File: src/rtl/button_conditioner.sv
// -----------------------------------------------------------------------------
// button_conditioner
//   Cleans up raw board push-buttons. Each button is polarity-normalised,
//   brought into the clk domain with a 2-flop synchroniser and debounced by a
//   small per-button FSM. The block produces a clean level, a one-cycle press
//   strobe (also re-issued by auto-repeat while held, where enabled) and a
//   one-cycle release strobe.
//
// Ports
//   clk          in   1      system clock
//   rst          in   1      asynchronous, active-high reset
//   btn_raw      in   N_BTN  raw button pins, asynchronous to clk
//   btn_level    out  N_BTN  debounced state, 1 = pressed
//   btn_press    out  N_BTN  one-cycle pulse on accepted press and each repeat
//   btn_release  out  N_BTN  one-cycle pulse on accepted release
//   any_held     out  1      OR of btn_level
// -----------------------------------------------------------------------------
module button_conditioner #(
  parameter int               N_BTN      = 3,
  parameter int               ACTIVE_LOW = 1,
  parameter int               DB_CYCLES  = 500000,
  parameter int               REP_DELAY  = 25000000,
  parameter int               REP_PERIOD = 5000000,
  parameter logic [N_BTN-1:0] REP_EN     = 3'b001
) (
  input  logic             clk,
  input  logic             rst,
  input  logic [N_BTN-1:0] btn_raw,
  output logic [N_BTN-1:0] btn_level,
  output logic [N_BTN-1:0] btn_press,
  output logic [N_BTN-1:0] btn_release,
  output logic             any_held
);

  // Counter widths; a 1-cycle setting still needs a 1-bit counter.
  localparam int DW      = (DB_CYCLES > 1) ? $clog2(DB_CYCLES) : 1;
  localparam int REP_MAX = (REP_DELAY > REP_PERIOD) ? REP_DELAY : REP_PERIOD;
  localparam int RW      = (REP_MAX > 1) ? $clog2(REP_MAX) : 1;

  localparam logic [DW-1:0] DB_LAST  = DW'(DB_CYCLES - 1);
  localparam logic [RW-1:0] DEL_LAST = RW'(REP_DELAY - 1);
  localparam logic [RW-1:0] PER_LAST = RW'(REP_PERIOD - 1);
  localparam logic [DW-1:0] D_ZERO   = {DW{1'b0}};
  localparam logic [DW-1:0] D_ONE    = DW'(1);
  localparam logic [RW-1:0] R_ZERO   = {RW{1'b0}};
  localparam logic [RW-1:0] R_ONE    = RW'(1);
  localparam logic [N_BTN-1:0] B_ZERO = {N_BTN{1'b0}};

  typedef enum logic [1:0] {
    ST_IDLE = 2'd0,  // released, waiting for a press
    ST_PCHK = 2'd1,  // press seen, confirming it is stable
    ST_HELD = 2'd2,  // accepted press, auto-repeat running if enabled
    ST_RCHK = 2'd3   // release seen, confirming it is stable
  } state_t;

  // Pressed = 1 from here on, whatever the board wiring.
  logic [N_BTN-1:0] norm_s;
  logic [N_BTN-1:0] sync_meta_r;
  logic [N_BTN-1:0] sync_r;

  state_t        state_r [N_BTN];
  state_t        state_s [N_BTN];
  logic [DW-1:0] dcnt_r  [N_BTN];
  logic [DW-1:0] dcnt_s  [N_BTN];
  logic [RW-1:0] rcnt_r  [N_BTN];
  logic [RW-1:0] rcnt_s  [N_BTN];

  // period_r = 1 once the first repeat has fired (later repeats use REP_PERIOD).
  logic [N_BTN-1:0] period_r;
  logic [N_BTN-1:0] period_s;
  logic [N_BTN-1:0] level_s;
  logic [N_BTN-1:0] press_s;
  logic [N_BTN-1:0] release_s;

  assign norm_s = (ACTIVE_LOW != 0) ? ~btn_raw : btn_raw;

  // Two-flop synchroniser; reset value is the released level.
  always_ff @(posedge clk or posedge rst) begin
    if (rst) begin
      sync_meta_r <= B_ZERO;
      sync_r      <= B_ZERO;
    end else begin
      sync_meta_r <= norm_s;
      sync_r      <= sync_meta_r;
    end
  end

  // Per-button debounce / auto-repeat next-state and strobe logic.
  always_comb begin
    logic [RW-1:0] rep_last;
    rep_last  = DEL_LAST;
    period_s  = period_r;
    level_s   = btn_level;
    press_s   = B_ZERO;
    release_s = B_ZERO;
    for (int i = 0; i < N_BTN; i++) begin
      state_s[i] = state_r[i];
      dcnt_s[i]  = dcnt_r[i];
      rcnt_s[i]  = rcnt_r[i];
      rep_last   = period_r[i] ? PER_LAST : DEL_LAST;
      case (state_r[i])
        ST_IDLE: begin
          if (sync_r[i]) begin
            state_s[i] = ST_PCHK;
            dcnt_s[i]  = D_ZERO;
          end else begin
            state_s[i] = ST_IDLE;
          end
        end
        ST_PCHK: begin
          if (!sync_r[i]) begin
            state_s[i] = ST_IDLE;
            dcnt_s[i]  = D_ZERO;
          end else if (dcnt_r[i] == DB_LAST) begin
            state_s[i]  = ST_HELD;
            level_s[i]  = 1'b1;
            press_s[i]  = 1'b1;
            rcnt_s[i]   = R_ZERO;
            period_s[i] = 1'b0;
          end else begin
            dcnt_s[i] = dcnt_r[i] + D_ONE;
          end
        end
        ST_HELD: begin
          if (!sync_r[i]) begin
            // rcnt and repeat mode survive a short release glitch.
            state_s[i] = ST_RCHK;
            dcnt_s[i]  = D_ZERO;
          end else if (REP_EN[i]) begin
            if (rcnt_r[i] == rep_last) begin
              press_s[i]  = 1'b1;
              rcnt_s[i]   = R_ZERO;
              period_s[i] = 1'b1;
            end else begin
              rcnt_s[i] = rcnt_r[i] + R_ONE;
            end
          end else begin
            rcnt_s[i] = R_ZERO;
          end
        end
        ST_RCHK: begin
          if (sync_r[i]) begin
            state_s[i] = ST_HELD;
          end else if (dcnt_r[i] == DB_LAST) begin
            state_s[i]   = ST_IDLE;
            level_s[i]   = 1'b0;
            release_s[i] = 1'b1;
            rcnt_s[i]    = R_ZERO;
            period_s[i]  = 1'b0;
          end else begin
            dcnt_s[i] = dcnt_r[i] + D_ONE;
          end
        end
        default: begin
          state_s[i]  = ST_IDLE;
          dcnt_s[i]   = D_ZERO;
          rcnt_s[i]   = R_ZERO;
          period_s[i] = 1'b0;
          level_s[i]  = 1'b0;
        end
      endcase
    end
  end

  // FSM state, counters and registered outputs.
  always_ff @(posedge clk or posedge rst) begin
    if (rst) begin
      for (int i = 0; i < N_BTN; i++) begin
        state_r[i] <= ST_IDLE;
        dcnt_r[i]  <= D_ZERO;
        rcnt_r[i]  <= R_ZERO;
      end
      period_r    <= B_ZERO;
      btn_level   <= B_ZERO;
      btn_press   <= B_ZERO;
      btn_release <= B_ZERO;
      any_held    <= 1'b0;
    end else begin
      for (int i = 0; i < N_BTN; i++) begin
        state_r[i] <= state_s[i];
        dcnt_r[i]  <= dcnt_s[i];
        rcnt_r[i]  <= rcnt_s[i];
      end
      period_r    <= period_s;
      btn_level   <= level_s;
      btn_press   <= press_s;
      btn_release <= release_s;
      any_held    <= |level_s;
    end
  end

endmodule

File: config.mk
export PLATFORM = sky130hd
export DESIGN_NAME = button_conditioner
export DESIGN_NICKNAME = d
export VERILOG_FILES = /design/src/rtl/button_conditioner.sv
export SDC_FILE = /design/constraint.sdc
export NUM_CORES = 1
export LEC_CHECK = 0
export CORE_UTILIZATION = 45
export DETAILED_ROUTE_END_ITERATION = 7
export SYNTH_ARGS = -nofsm -noshare
export SYNTH_HDL_FRONTEND = slang
export SYNTH_SLANG_ARGS = --single-unit
File: constraint.sdc
create_clock -name clk -period 3.5 [get_ports clk]
set_input_delay 0.7 -clock clk [delete_from_list [all_inputs] [get_ports clk]]
set_output_delay 0.7 -clock clk [all_outputs]
set_load 0.03 [all_outputs]
Yosys cells after proc, flatten, opt, wreduce, memory -nomap -nowiden
Index checks and enable logic that the tools add are counted.
- flip-flop bits (word level): 105
- input bits: 5
- logic and storage cells: 147
- add/subtract/negate cells: 4
- reductions and logical operators: 13
- equal/unequal tests: 31
- bitwise operators: 1
- mux-type cells: 84
- operators with widths (operator ; number):
    $mux 19 ; 15
    $pmux 19 s4 ; 3
    $mux 25 ; 6
    $pmux 25 s3 ; 1
    $add 19x1->19 const B ; 3
    $eq 19x19->1 const B ; 3
    $mux 1 ; 36
    $mux 2 ; 15
    $add 25x1->25 const B ; 1
    $eq 25x25->1 ; 1
    $ne 2x2->1 const B ; 12
    $pmux 2 s4 ; 3
    $ne 3x3->1 const B ; 6
    $reduce_and 3->1 ; 6
    $eq 2x2->1 const B ; 6
    $pmux 1 s2 ; 4
    $eq 2x1->1 const B ; 3
    $logic_not 2->1 ; 3
    $reduce_and 5->1 ; 1
    $reduce_and 4->1 ; 1
    $not 3->3 ; 1
    $pmux 1 s3 ; 1
    $reduce_bool 3->1 ; 1
    $reduce_or 3->1 ; 1

Logic depth before layout (Yosys ltp)
- word-level depth: 5
- gate-level depth with buffers: 9
- gate-level depth less buffers: 7

Least setup slack after synthesis
No wires, ideal clock.
- kind: register to register
- from: register dcnt_r[44] in the netlist's numbering
- to: register rcnt_r[73] in the netlist's numbering
- cell stages (with the launch flop): 7
- arrival: 2.539 ns
- path buffers: 1
- data required time: 3.422 ns
- path slack: 0.883 ns
- period minus slack after synthesis: 2.617 ns
- cells stage by stage: dfrtp_1 or4b_4 or4_4 o31a_1 buf_6 or4_1 a21oi_1
- longest elaborated chain between the ends: 4
- elaborated cells on any way between the ends: 5
- classes of those cells: eq/ne: 1; mux: 4
- ends and longest elaborated chain (item ; line ; RTL):
    from (decl) ; 63 ; logic [DW-1:0] dcnt_r [N_BTN];
    from (signal, indexed assignment) ; 181 ; dcnt_r[i] <= dcnt_s[i];
    $eq 19x19->1 * ; 114, 144 ;
    $mux 25 * ; - ;
    $mux 25, on equally long branches ; - ;
    $pmux 25 s3 * ; - ;
    to (signal, indexed assignment) ; 182 ; rcnt_r[i] <= rcnt_s[i];
    to (decl) ; 65 ; logic [RW-1:0] rcnt_r [N_BTN];
Every way passes the cells marked *; elsewhere a longest branch is shown, timed or not. The select of a mux whose other input is x is not followed.
A chain may end at the register's enable or synchronous reset.

Worst setup path after layout
- from: register dcnt_r[44] in the netlist's numbering
- to: register rcnt_r[57] in the netlist's numbering
The elaborated chain is that of the path after synthesis.

==> impl_metrics.py <==
metrics = {
    "run_status": {
        "status": "finished, final reports clean",
    },
    "logic_synthesis": {
        "async_reset_ff_frac": 1.000,
        "seq_area_frac_synth": 0.4473,
        "synth_seq_cells": 105,
        "yosys_warnings": 0,
        "yosysTopAreaCellShare": 0.4473,
        "syn_inst": 645,
        "synth_area_leaders": "dfrtp_1, xnor2_1, a21oi_1",
        "synth.avg_cell_area_um2": 9.108,
        "syn_nets": 658,
        "synth-main-ff-cell": "dfrtp_1",
        "yosys.cell_count.top_type": "dfrtp_1",
        "yosysTopAreaCell": "dfrtp_1",
        "ys_types": 64,
        "synth_edf_count": 0,
        "synth_area_um2": 5874,
        "ys_top_cells_by_count": "dfrtp_1, nor2_1, nand2_1, a21oi_1, nand3_1",
    },
    "route": {
        "totalWireLength_um": 12840,
        "vias": 4896,
        "first_pass_iters": 4,
        "drcViolationCount": 0,
        "drt_iter0_drc": 306,
        "wl_per_cell_um": 15.51,
        "viasPerCell": 5.913,
        "drtAntennaViolNets": 0,
    },
    "worst_setup_path": {
        "rr_endpoint": "rcnt_r[57]",
        "worstSetupEndpointType": "register",
        "r2r_setup_slack_ps": 400,
        "crit_family": "simple AND/OR/NAND/NOR gates",
        "rr_worst_depth": 5,
        "crit_chain": "or4b_4, or4_4, o31a_1, or4_1, a21oi_1",
        "r2r-start": "dcnt_r[44]",
        "cp-start-kind": "register",
        "slowest_stage": "or4_4",
        "worstSetupPathType": "register to register",
        "worstPathMaxFanout": 29,
        "crit_arrival_ps": 3380,
        "max_stage_delay_ps": 640,
        "worst-endpoint-required_ps": 3780,
        "cp.buffers_inverters": 0,
    },
    "sta": {
        "finClkSkew_ps": 11.74,
        "finalCritPeriodShare": 0.8858,
        "slew_violations": 0,
        "max_freq_mhz": 322.5,
        "finalSetupViolations": 0,
        "maxSlewHeadroom": 0.3746,
        "worst_slew_pin_slew_ps": 938.1,
        "worst_slack_ps": 399.6,
        "final-hold-violation-count": 0,
        "rsz0062_at_grt": "false",
        "fin_setup_tns_ps": 0,
        "period_minus_slack_ps": 3100,
    },
    "finish": {
        "fillers": 1143,
        "ff_latch_area_um2": 2628,
        "fin_util": 0.5145,
        "finalNetCount": 664,
        "area_growth_pct": 10.97,
        "fin_cells": 828,
        "drive_gt1_frac": 0.05793,
        "multi_input_area_um2": 3033,
        "diodes": 0,
    },
    "floorplanning": {
        "die_y_um": 116.3,
        "initial_core_util": 0.4636,
        "die_x_um": 116.3,
        "coreArea_um2": 12670,
        "dieArea_um2": 13520,
        "io_pins": 15,
        "rows": 41,
    },
    "place": {
        "dp_slack_ps": 429.8,
        "post-place-cells": 812,
        "port_buffers": 14,
        "hpwl_um": 8715,
        "gp_congestion": 0.8757,
    },
    "min_path": {
        "min_from": "sync_meta_r[1]",
        "whs_endpoint": "sync_r[1]",
        "hold_depth": 0,
        "holdCritPathClass": "register to register",
    },
    "grt": {
        "grt.overflow.total": 0,
        "grt_pass1_vias": 4666,
        "grt_max_degree": 45,
        "grt_pass1_wl_um": 22450,
        "grt_antenna_before_repair": 0,
        "grt.total_usage": 0.2100,
    },
    "clock_network": {
        "insertion_delay_ps": 360,
        "postCtsHoldBufs": 0,
        "root_buffer": "clkbuf_16",
        "cts.htree.levels": 3,
        "post_cts_buffers": 0,
        "cts_tree": "yes",
        "cts_num_sinks": 105,
        "ctsResizeCount": 0,
        "path_clk_slew_ps": 70,
        "cts_made_buffers": 9,
        "cts_max_path_buffers": 2,
    },
    "pwr": {
        "leakagePower_nw": 2.562,
        "powerDensity_nw_per_um2": 453.5,
        "peakVddDrop_mv": 0.3926,
    },
    "flow_run": {
        "maxCapViolCount": 0,
    },
}
kinds of logic after synthesis:
kind of cell	Yosys count	share of synthesized area
AO/OA/AOI/OAI	153	0.1685
XOR/XNOR	34	0.05069
adder cells (fa/ha/maj)	8	0.01704
buffers and inverters	56	0.03749
flip-flops	105	0.4473
multiplexers	11	0.01896
AND/OR/NAND/NOR	278	0.2601
worst register-to-register path, stage by stage, from the launching register on:
cell,delay [ps]
dfrtp_1,430
or4b_4,570
or4_4,640
o31a_1,610
or4_1,610
a21oi_1,160
power by group:
| part | leakage [nW] | switching, W | internal (W) |
|---|---|---|---|
| Combinational | 0.973 | 0.000383 | 0.000167 |
| Sequential | 1.44 | 0.0000664 | 0.00126 |
| Clock | 0.152 | 0.000451 | 0.000623 |
| Total | 2.56 | 0.000901 | 0.00206 |
flip-flops by register name, summed over array words and instances, names as in the netlist, named ones only:
signal / count
btn_level: 3
dcnt_r: 57
any_held: 1
rcnt_r: 25
btn_press: 3
btn_release: 3
state_r: 3
period_r: 1
sync_meta_r: 3
sync_r: 3
cells in the final DEF (no fill, tap or decap), types with 4 or more instances in the layout:
cell type,Yosys,final
o31ai_1,14,14
clkbuf_16,0,9
nand4_1,21,21
o21ai_0,29,29
nor3_1,9,9
a31oi_1,10,10
ha_1,8,8
o21ai_1,5,5
a2111oi_0,14,14
clkdlybuf4s50_1,0,14
mux2i_1,10,10
nor2_1,58,58
and3_1,7,7
inv_1,27,26
a211oi_1,7,7
nor4_1,15,14
a21oi_1,44,44
nand3_1,30,30
and4_1,9,9
a22o_1,4,4
or2_2,5,5
dfrtp_1,105,105
and2_1,8,8
a41o_1,4,4
buf_4,0,9
or4_1,16,16
xnor2_1,27,27
nand2_1,54,54
xor2_1,7,7
or3_1,18,18
worst max-delay path by stage:
stage	slack, ps	endpoint	cells after the start	start
detailed placement	430	rcnt_r[57]	5	dcnt_r[44]
global route	270	rcnt_r[71]	5	dcnt_r[43]
CTS	410	rcnt_r[57]	5	dcnt_r[44]
finish	400	rcnt_r[57]	5	dcnt_r[44]
floorplan	40	asynchronous set/reset pin	1	rst
global placement	500	rcnt_r[57]	5	dcnt_r[44]
cell type report:
type	count	share of cell area
Sequential cell	105	0.4031
Tap cell	172	0.03301
Clock buffer	10	0.03512
Clock inverter	6	0.01267
Inverter	27	0.01593
Timing Repair Buffer	24	0.03493
Multi-Input combinational cell	484	0.4653
per-layer routing:
metal	up-vias	GRT usage	wire length, um	part of all wire
met4	0	0.04701	115	0.0090
li1	2413	-	-	-
met2	81	0.3361	6099	0.47
met1	2391	0.2880	6205	0.48
met5	-	0	0	0
met3	11	0.05138	423	0.033
metrics by stage:
stage               hold slack [ps]  cell area [um2]  power (W)
floorplan                     331.2             5874   0.001778
global placement              332.7             6207   0.001893
detailed placement            336.3             6207   0.001908
CTS                           351.3             6519   0.002992
global route                  356.1             6519   0.003119
finish                        344.0             6519   0.002956
Power figures use the tool's default switching activity.
